`config.mk`:
```
export PLATFORM = sky130hd
export DESIGN_NAME = vga_crc_step
export DESIGN_NICKNAME = d
export VERILOG_FILES = /design/src/rtl/vga_fc_pkg.sv /design/src/rtl/vga_crc_step.sv
export SDC_FILE = /design/constraint.sdc
export NUM_CORES = 1
export LEC_CHECK = 0
export BUFFER_PORTS_ARGS = -buffer_cell sky130_fd_sc_hd__buf_2
export CAP_MARGIN = 20
export CORE_MARGIN = 2
export CORE_UTILIZATION = 42
export DETAILED_ROUTE_END_ITERATION = 16
export GPL_TIMING_DRIVEN = 0
export PLACE_DENSITY = 0.93
export SYNTH_ARGS = -nofsm -noshare
export SYNTH_HDL_FRONTEND = slang
export SYNTH_SLANG_ARGS = --single-unit
export TNS_END_PERCENT = 100
```
`constraint.sdc`:
```
create_clock -name vclk -period 2.2
set_input_delay 0.11 -clock vclk [all_inputs]
set_output_delay 0.11 -clock vclk [all_outputs]
set_load 0.01 [all_outputs]
```
`src/rtl/vga_fc_pkg.sv`:
```
// Shared types and CRC constants for the VGA frame checker.
// The CRC feature is selected by VGA_FC_CRC_EN in the files that import this package.
package vga_fc_pkg;

    typedef enum logic [2:0] {
        IDLE,
        ARMED,
        WAIT_HS,
        SAMPLE,
        GAP,
        DONE
    } state_t;

    typedef enum logic [1:0] {
        PIX_BG  = 2'd0,
        PIX_FG  = 2'd1,
        PIX_INV = 2'd2
    } pix_class_t;

    localparam logic [31:0] CRC_POLY = 32'h04C11DB7;
    localparam logic [31:0] CRC_INIT = 32'hFFFFFFFF;

endpackage

```
`src/rtl/vga_crc_step.sv`:
```
// One combinational CRC-32 update over an RGB_W-bit sample, MSB first, no reflection.
// Instantiated by vga_frame_checker only when VGA_FC_CRC_EN is defined.
module vga_crc_step
    import vga_fc_pkg::*;
#(
    parameter int RGB_W = 8
) (
    input  logic [31:0]      crc_in,
    input  logic [RGB_W-1:0] data,
    output logic [31:0]      crc_out
);

    logic [31:0] chain [0:RGB_W];
    logic [RGB_W-1:0] fb;

    assign chain[0] = crc_in;

    for (genvar gi = 0; gi < RGB_W; gi++) begin : g_bit
        assign fb[gi]        = chain[gi][31] ^ data[RGB_W-1-gi];
        assign chain[gi+1]   = {chain[gi][30:0], 1'b0} ^ (fb[gi] ? CRC_POLY : 32'h0);
    end

    assign crc_out = chain[RGB_W];

endmodule

```
# After elaboration in Yosys (flattened, before gate mapping)
# Index checks and enable logic that the tools add are counted.
[totals] ff_bits=0 inputBits=40 out_inout_bits=32
[classes] mux=8 bitwise_logic=16
[ops] operator="32-bit by 27-bit bitwise XOR with 32-bit output" count=8
[ops] operator="27-bit 2-to-1 mux" count=8
[ops] operator="1-bit bitwise XOR" count=8

# Depth between registers and ports, before layout
[logic_depth] word_depth=24 mapped_depth=3 ltp_nobuf=3

# Least setup slack after synthesis
# No wires, ideal clock.
[synth_path] path_kind="input to output" from="input crc_in[25]" to="output crc_out[5]" arrival_time_ns=1.328 path_slack_ns=0.762 stages=3 path_cell_list="xnor2_1 -> xor3_1 -> xnor3_1"
[synth_between] elab_chain_len=10
[synth_lines] element="from (decl)" line_no="vga_crc_step.sv:8" source="input logic [31:0] crc_in,"
[synth_lines] element="32-bit by 27-bit bitwise XOR with 32-bit output (6 in series)" line_no="vga_crc_step.sv:20" source="assign chain[gi+1] = {chain[gi][30:0], 1'b0} ^ (fb[gi] ? CRC_POLY : 32'h0);"
[synth_lines] element="1-bit bitwise XOR" line_no="vga_crc_step.sv:19" source="assign fb[gi] = chain[gi][31] ^ data[RGB_W-1-gi];"
[synth_lines] element="27-bit 2-to-1 mux" line_no="vga_crc_step.sv:20"
[synth_lines] element="32-bit by 27-bit bitwise XOR with 32-bit output (2 in series)" line_no="vga_crc_step.sv:20"
[synth_lines] element="to (decl)" line_no="vga_crc_step.sv:10" source="output logic [31:0] crc_out"
# Every way passes these cells.

# Final worst setup path
[layout_path] from="input crc_in[25]" to="output crc_out[11]"
# The elaborated chain is that of the path after synthesis.

==> results.txt <==
DR pass1 iterations: 2
area of the multi-input gates: 920 sq um
fmax: 558 MHz
cts hold-fix bufs: 0
post_cts resized: 0
Slew HR: 50.1%
port bufs: 72
slowest stage delay, CP: 0.60 ns
most frequent cells in the layout: 72 x buf_2, 32 x xnor2_1, 13 x xnor3_1
Fin. Hold Viols: 0
WHS: 0.488 ns
first-pass GRT wire length: 3100 um
I/O pins: 72
initial antenna violation count: 0
Final Cell Area: 0.00132 sq mm
Hold Path Sink: crc_out[30]
Buffers & Inverters on Critical Path: 2
pwr dens: 743 mW/mm^2
share of post-route cells with drive strength above 1: 61.3%
final core occ: 65.2%
worst-margin pin slew: 0.742 ns
crit-path cells: buf_2, xnor2_1, xnor2_2, xnor3_1, buf_2
sequential cell count: 0
Critical Path Sink Type: output pin
Pleak: 0.726 nW
synth unique cells: 8
CP max-delay cell: xnor2_1
worst path arrival time: 1.68 ns
Yosys Warn Count: 0
Hold/Removal Path Class: input pin to output pin
crit start category: input pin
# nets final: 179
Synth-to-Final Area Change: 42.7%
Routed WL: 1850 um
Synth Net Count: 105
# rows: 16
grt total ovfl: 0
DRT iter0 DRCs: 1
status: completed
RSZ-0062 raised after global routing: false
Crit Path Category: input pin to output pin
total number of vias: 709
core area: 0.00202 sq mm
Initial Util: 45.7%
vias in the first global route: 735
syn_area_per_cell: 14.2 sq um
Syn Inst Count: 65
hold depth: 3
Top delay family on crit path: XOR/XNOR gates
fin crit period: 1.79 ns
gr usage total: 15.2%
DP Area: 0.00132 sq mm
Seq. cell area: 0 sq um
antenna-violating nets left: 0
Layout clock buffers: 0
DR WL/cell: 11.3 um
WP data required: 2.09 ns
Die X: 50.9 um
routability cong.: 0.691
synthesized area: 923 sq um
HP Start: crc_in[22]
setup TNS: 0 ns
post-synthesis sequential area ratio: 0%
Ant. Diodes: 0
VDD IR-drop max: 0.568 mV
Worst Path Max Fanout: 7
post-route clock period utilization: 81.4%
Final setup viols: 0
Post-CTS Setup Inserts: 0
Final Max Tran Viols: 0
die area: 0.00259 sq mm
largest net degree at the start of global routing: 10
max-cap viol count: 0
Fill cells: 170
CP dominant cell by count: buf_2
Die Span Y: 50.9 um
commonest non-fill, non-tap cell in the layout: buf_2
vias per cell: 4.32
Power Total: 979 uW
DRC viols: 0
==> cell type report <==
cell class,instances,share of cell area (%)
timing repair buffer,72,27.4
multi-input combinational,64,69.8
inverter,1,0.285
tap,27,2.56
==> per-stage QoR <==
| step | cells | setup WS (ns) |
|---|---|---|
| floorplan | 65 | 0.762 |
| global placement | 164 | 0.441 |
| detailed placement | 164 | 0.386 |
| CTS | 164 | 0.375 |
| global route | 164 | 0.237 |
| finish | 164 | 0.409 |
==> worst max-delay path by stage <==
stage                     startpoint  depth (start not counted)           to
after floorplan           crc_in[25]                          3   crc_out[5]
after global placement    crc_in[25]                          5  crc_out[11]
after detailed placement  crc_in[25]                          5  crc_out[11]
after CTS                 crc_in[25]                          5  crc_out[11]
after global routing      crc_in[25]                          5   crc_out[8]
final                     crc_in[25]                          5  crc_out[11]
==> synthesized netlist by cell type <==
| library cell | number | share of area, % |
|---|---|---|
| xnor2_1 | 32 | 30 |
| xnor2_4 | 3 | 8.9 |
| inv_1 | 1 | 0.41 |
| xor2_1 | 4 | 3.8 |
| xnor3_1 | 13 | 32 |
| xor3_1 | 3 | 7.7 |
| xnor2_2 | 8 | 14 |
| xor3_4 | 1 | 3.0 |
==> logic make-up after synthesis <==
family    after synthesis  share of synthesized area [%]
buf+inv                 1                          0.406
xor+xnor               64                           99.6
==> power breakdown <==
part,switching (mW),internal [mW]
logic,0.431,0.548
registers,0,0
clock network,0,0
total,0.431,0.548
==> layer usage <==
metal  wire [um]  share of wire (%)  global-route usage [%]  up-vias
met5           0                  0                       0        -
met4           0                  0                       0        0
met3         185                 10                   0.877        0
met2        1010                 54                    34.6       43
met1         661                 36                    15.3      308
li1            -                  -                       -      358
Power figures use the tool's default switching activity.
